[src/rtl/i2c_apb_pkg.sv]
// Shared constants and types for the I2C APB peripheral.
// FIFO geometry, APB register map and the FIFO word type.
package i2c_apb_pkg;

    localparam int I2C_FIFO_DWIDTH = 32;
    localparam int I2C_FIFO_AWIDTH = 4;

    localparam logic [3:0] ADDR_TX      = 4'd0;
    localparam logic [3:0] ADDR_RX      = 4'd4;
    localparam logic [3:0] ADDR_CFG     = 4'd8;
    localparam logic [3:0] ADDR_TIMEOUT = 4'd12;

    typedef logic [31:0] fifo_word_t;

endpackage : i2c_apb_pkg

[src/rtl/i2c_fifo_mem.sv]
// Simple dual-port register array for the I2C FIFOs.
// Synchronous write, asynchronous read, no reset on storage.
module i2c_fifo_mem
    import i2c_apb_pkg::*;
#(
    parameter int DWIDTH = I2C_FIFO_DWIDTH,
    parameter int AWIDTH = I2C_FIFO_AWIDTH
) (
    input  logic              i_clk,
    input  logic              i_wr_en,
    input  logic [AWIDTH-1:0] i_wr_addr,
    input  logic [DWIDTH-1:0] i_wr_data,
    input  logic [AWIDTH-1:0] i_rd_addr,
    output logic [DWIDTH-1:0] o_rd_data
);

    logic [DWIDTH-1:0] r_mem [2**AWIDTH];

    always_ff @(posedge i_clk) begin
        if (i_wr_en) begin
            r_mem[i_wr_addr] <= i_wr_data;
        end
    end

    assign o_rd_data = r_mem[i_rd_addr];

endmodule : i2c_fifo_mem

[src/rtl/i2c_apb_fifo.sv]
// Show-ahead FIFO between the APB front-end and the I2C core.
// Pointer/flag controller around an i2c_fifo_mem storage array.
module i2c_apb_fifo
    import i2c_apb_pkg::*;
#(
    parameter int DWIDTH      = I2C_FIFO_DWIDTH,
    parameter int AWIDTH      = I2C_FIFO_AWIDTH,
    parameter int AFULL_LEVEL = 12
) (
    input  logic              PCLK,
    input  logic              PRESETn,
    input  logic              CLEAR,
    input  logic              WR_ENA,
    input  logic [DWIDTH-1:0] WR_DATA,
    input  logic              RD_ENA,
    output logic [DWIDTH-1:0] RD_DATA,
    output logic              EMPTY,
    output logic              FULL,
    output logic              ALMOST_FULL,
    output logic [AWIDTH:0]   LEVEL,
    output logic              OVERFLOW,
    output logic              UNDERFLOW
);

    localparam logic [AWIDTH:0] AFULL_THRESH = AFULL_LEVEL[AWIDTH:0];

    logic [AWIDTH:0]   r_wr_ptr;
    logic [AWIDTH:0]   r_rd_ptr;
    logic              r_overflow;
    logic              r_underflow;

    logic              w_empty;
    logic              w_full;
    logic [AWIDTH:0]   w_level;
    logic              w_push;
    logic              w_pop;
    logic              w_flush;
    logic              w_mem_wr_en;
    logic [DWIDTH-1:0] w_mem_rdata;

    // The extra pointer MSB distinguishes full from empty when low bits match.
    assign w_empty = (r_wr_ptr == r_rd_ptr);
    assign w_full  = (r_wr_ptr[AWIDTH-1:0] == r_rd_ptr[AWIDTH-1:0]) &&
                     (r_wr_ptr[AWIDTH] != r_rd_ptr[AWIDTH]);
    assign w_level = r_wr_ptr - r_rd_ptr;

    assign w_flush     = ~PRESETn | CLEAR;
    assign w_push      = WR_ENA & (~w_full | RD_ENA);
    assign w_pop       = RD_ENA & ~w_empty;
    assign w_mem_wr_en = w_push & ~w_flush;

    always_ff @(posedge PCLK) begin
        if (w_flush) begin
            r_wr_ptr    <= '0;
            r_rd_ptr    <= '0;
            r_overflow  <= 1'b0;
            r_underflow <= 1'b0;
        end else begin
            if (w_push) begin
                r_wr_ptr <= r_wr_ptr + 1'b1;
            end
            if (w_pop) begin
                r_rd_ptr <= r_rd_ptr + 1'b1;
            end
            if (WR_ENA && w_full && !RD_ENA) begin
                r_overflow <= 1'b1;
            end
            if (RD_ENA && w_empty) begin
                r_underflow <= 1'b1;
            end
        end
    end

    i2c_fifo_mem #(
        .DWIDTH (DWIDTH),
        .AWIDTH (AWIDTH)
    ) u_mem (
        .i_clk     (PCLK),
        .i_wr_en   (w_mem_wr_en),
        .i_wr_addr (r_wr_ptr[AWIDTH-1:0]),
        .i_wr_data (WR_DATA),
        .i_rd_addr (r_rd_ptr[AWIDTH-1:0]),
        .o_rd_data (w_mem_rdata)
    );

    assign RD_DATA     = w_empty ? '0 : w_mem_rdata;
    assign EMPTY       = w_empty;
    assign FULL        = w_full;
    assign ALMOST_FULL = (w_level >= AFULL_THRESH);
    assign LEVEL       = w_level;
    assign OVERFLOW    = r_overflow;
    assign UNDERFLOW   = r_underflow;

endmodule : i2c_apb_fifo

[config.mk]
export PLATFORM = sky130hd
export DESIGN_NAME = i2c_apb_fifo
export DESIGN_NICKNAME = d
export VERILOG_FILES = /design/src/rtl/i2c_apb_pkg.sv /design/src/rtl/i2c_fifo_mem.sv /design/src/rtl/i2c_apb_fifo.sv
export SDC_FILE = /design/constraint.sdc
export NUM_CORES = 1
export LEC_CHECK = 0
export BUFFER_PORTS_ARGS = -buffer_cell sky130_fd_sc_hd__buf_2
export CELL_PAD_IN_SITES_DETAIL_PLACEMENT = 1
export CELL_PAD_IN_SITES_GLOBAL_PLACEMENT = 1
export CORE_MARGIN = 8
export CORE_UTILIZATION = 30
export CTS_CLUSTER_SIZE = 12
export DETAILED_ROUTE_END_ITERATION = 7
export PLACE_DENSITY = 0.6
export SYNTH_ARGS = -nofsm -noshare
export SYNTH_HDL_FRONTEND = slang
export SYNTH_SLANG_ARGS = --single-unit
[constraint.sdc]
create_clock -name PCLK -period 3.9 [get_ports PCLK]
set_input_delay 0.195 -clock PCLK [delete_from_list [all_inputs] [get_ports PCLK]]
set_output_delay 0.195 -clock PCLK [all_outputs]
set_load 0.02 [all_outputs]
==> results.tsv <==
metric	value	unit
CP endpoint kind	output port	
fin crit period	3.47	ns
CP Max Fanout	32	
ys async rst share	0	%
Final Routed Wirelength	47200	um
routing usage on met2	21.0	%
share of the yosys chip area belonging to registers	76.5	%
Pwr Total	11100	uW
CTS Sinks	528	
slowest CP cell	buf_4	
Pwr Density	462	nW/um^2
Final ANT Viol Nets	0	
hold crit path type	primary input to flip-flop	
yosys warns	0	
final setup violation count	0	
Pleak	0.00736	uW
Pre-antenna DRT Iters	4	
synth cell count leaders	edfxtp_1 (512), mux4_2 (89), mux4_1 (39), mux2i_1 (33), nor3_1 (33)	
CP Data Arrival Time	3.28	ns
Critical Path RT	3.70	ns
Worst-Skew Late Latency	0.58	ns
top area cells in the synthesized netlist	edfxtp_1 (75%), mux4_2 (9.8%), mux4_1 (5.0%)	
die height	278	um
Initial DRC Count	597	
max frequency	288	MHz
# DRC	0	
HPWL after DPL	27700	um
Final Skew	0.0211	ns
core area	68100	sq um
Yosys reg bits	528	
status	finished, final reports clean	
Mapped Area	20500	sq um
Synth Flop Type	edfxtp_1	
first-pass GRT wire length	69900	um
VDD IR max	389	uV
Ports	79	
Port Buffer Count	78	
initial antenna violation count	3	
via total after detailed routing	9580	
slowest stage delay, CP	0.52	ns
CTS HTree Levels	2	
CTS tree	yes	
Die Width	278	um
Overall Global Routing Usage	12.0	%
met1 Resource Use GR	15.1	%
Post-synth EDFFs	512	
setup bufs post-CTS	0	
Nets	1101	
RSZ-0062 raised after global routing	no	
largest net degree at the start of global routing	43	
grt total ovfl	0	
GR peak layer	met2	
count leader, synth	edfxtp_1	
max cap viols	0	
Setup TNS	0	ns
Initial Util	30.1	%
WL/cell	24.0	um
CTS root buf	clkbuf_16	
clock buffer count from CTS	53	
row count	96	
worst slew pin tran	0.958	ns
final slew viol count	0	
cells after synthesis	903	
final core occ	35.2	%
number of global-route vias before repair	10600	
Yosys top cell by area	edfxtp_1	
Placer Congestion	0.713	
final count of hold timing violations	0	
vias per inst	4.88	
clock slew at the register clock pins of the worst setup and hold paths	0.06	ns
top cell type's share of synthesized area	74.9	%
syn nets	950	
Area growth syn-to-layout	17.0	%
met3 GRT Util	2.30	%
Unique masters post-synth	43	
share of cells above drive strength 1	26.7	%
Max clock buf depth	3	
WS Path Type	flip-flop to output port	
Fillers	6593	
slew margin rel.	36.1	%
syn avg cell area	22.7	sq um
CP cell instances	inv_1 > ha_1 > nand4_2 > nor2_4 > buf_4 > nor3_1 > a221o_1 > buf_2	
Final period util	89.0	%
Min Hold Slack	0.0305	ns
startpoint type of the worst setup path	flip-flop	
die footprint	77000	sq um
==> layout by cell type (no fill, tap or decap), types with 2 or more instances in the layout <==
| master | instances |
|---|---|
| dfxtp_1 | 12 |
| dlygate4sd3_1 | 32 |
| buf_4 | 26 |
| nand2_1 | 8 |
| nor2_1 | 12 |
| or3_1 | 5 |
| buf_12 | 10 |
| mux2i_1 | 33 |
| a21oi_1 | 7 |
| edfxtp_1 | 512 |
| inv_6 | 3 |
| xor2_1 | 5 |
| clkbuf_1 | 12 |
| xnor2_1 | 3 |
| clkinv_1 | 11 |
| buf_2 | 78 |
| clkbuf_16 | 53 |
| ha_1 | 9 |
| a221o_1 | 32 |
| nand3_1 | 2 |
| o21ai_0 | 5 |
| mux4_1 | 39 |
| nor2_4 | 18 |
| inv_1 | 7 |
| nor3_1 | 33 |
| dfxtp_4 | 3 |
| mux4_2 | 89 |
==> kinds of logic (layout without fill, tap and decap cells) <==
kind of cell / after synthesis / after routing / share of synthesized area (%)
multiplexers: 161 / 161 / 16.4
XOR/XNOR: 9 / 9 / 0.421
AND/OR/NAND/NOR: 86 / 86 / 2.08
other: 0 / 1 / 0
adder cells (fa/ha/maj): 10 / 10 / 0.646
flip-flops: 528 / 528 / 76.5
buffers and inverters: 57 / 234 / 1.79
AO/OA/AOI/OAI: 52 / 52 / 2.19
==> flip-flops by register name, indices dropped and copies added, names as in the netlist, named ones only <==
| register | count |
|---|---|
| r_wr_ptr | 5 |
| UNDERFLOW | 1 |
| OVERFLOW | 1 |
| u_mem.r_mem | 512 |
| r_rd_ptr | 5 |
==> worst max-delay path: cells and delay by family, from the launching register on <==
kind	cells	cell delay, ns
flip-flops	1	0.44
adder cells (fa/ha/maj)	1	0.34
AND/OR/NAND/NOR	3	0.69
AO/OA/AOI/OAI	1	0.37
buffers and inverters	3	0.85
==> layout make-up <==
class	instances	area (sq um)	area share [%]
sequential	528	15700	65.4
multi-input combinational	318	4590	19.1
clock buffer	65	1370	5.71
timing repair buffer	146	1110	4.61
tap	882	1100	4.60
clock inverter	16	103	0.427
inverter	7	26.3	0.109
antenna	1	2.50	0.0104
==> through the flow <==
| stage | cells | setup slack [ns] | cell area (sq um) |
|---|---|---|---|
| final | 1963 | 0.429 | 24000 |
| after global routing | 1963 | 0.220 | 24000 |
| after CTS | 1962 | 0.379 | 24000 |
| after detailed placement | 1849 | 0.875 | 22200 |
| after global placement | 1849 | 0.969 | 22200 |
| after floorplan | 903 | 0.783 | 20500 |
==> timing repair <==
item,4_1_cts,5_1_grt
endpoints found under the hold margin,439,0
endpoints found under the setup margin,0,0
hold buffers,32,0
gates resized for setup,0,0
==> routing by layer <==
| layer | vias up | wire length (um) |
|---|---|---|
| met5 | - | 0 |
| met3 | 63 | 1780 |
| met2 | 181 | 24000 |
| li1 | 4157 | - |
| met1 | 5179 | 20500 |
| met4 | 0 | 918 |
==> path summary, 6_finish.rpt <==
kind	startpoint	end	slack [ns]	cells after the start
max	r_wr_ptr[0]$_SDFFE_PP0P_	RD_DATA[12]	0.43	8
min	WR_DATA[15]	u_mem.r_mem[15][15]$_DFFE_PP_	0.03	1
max reg2reg	r_wr_ptr[0]$_SDFFE_PP0P_	u_mem.r_mem[7][16]$_DFFE_PP_	0.87	6
min reg2reg	OVERFLOW$_SDFFE_PP0P_	OVERFLOW$_SDFFE_PP0P_	0.49	2
==> power by group <==
part / switching, uW / leakage, uW / internal, uW
Sequential: 6.02 / 0.00474 / 6230
Clock: 2000 / 0.000716 / 2520
Combinational: 215 / 0.00190 / 114
Total: 2220 / 0.00736 / 8870
No activity file was read; power rests on OpenSTA's default activity.
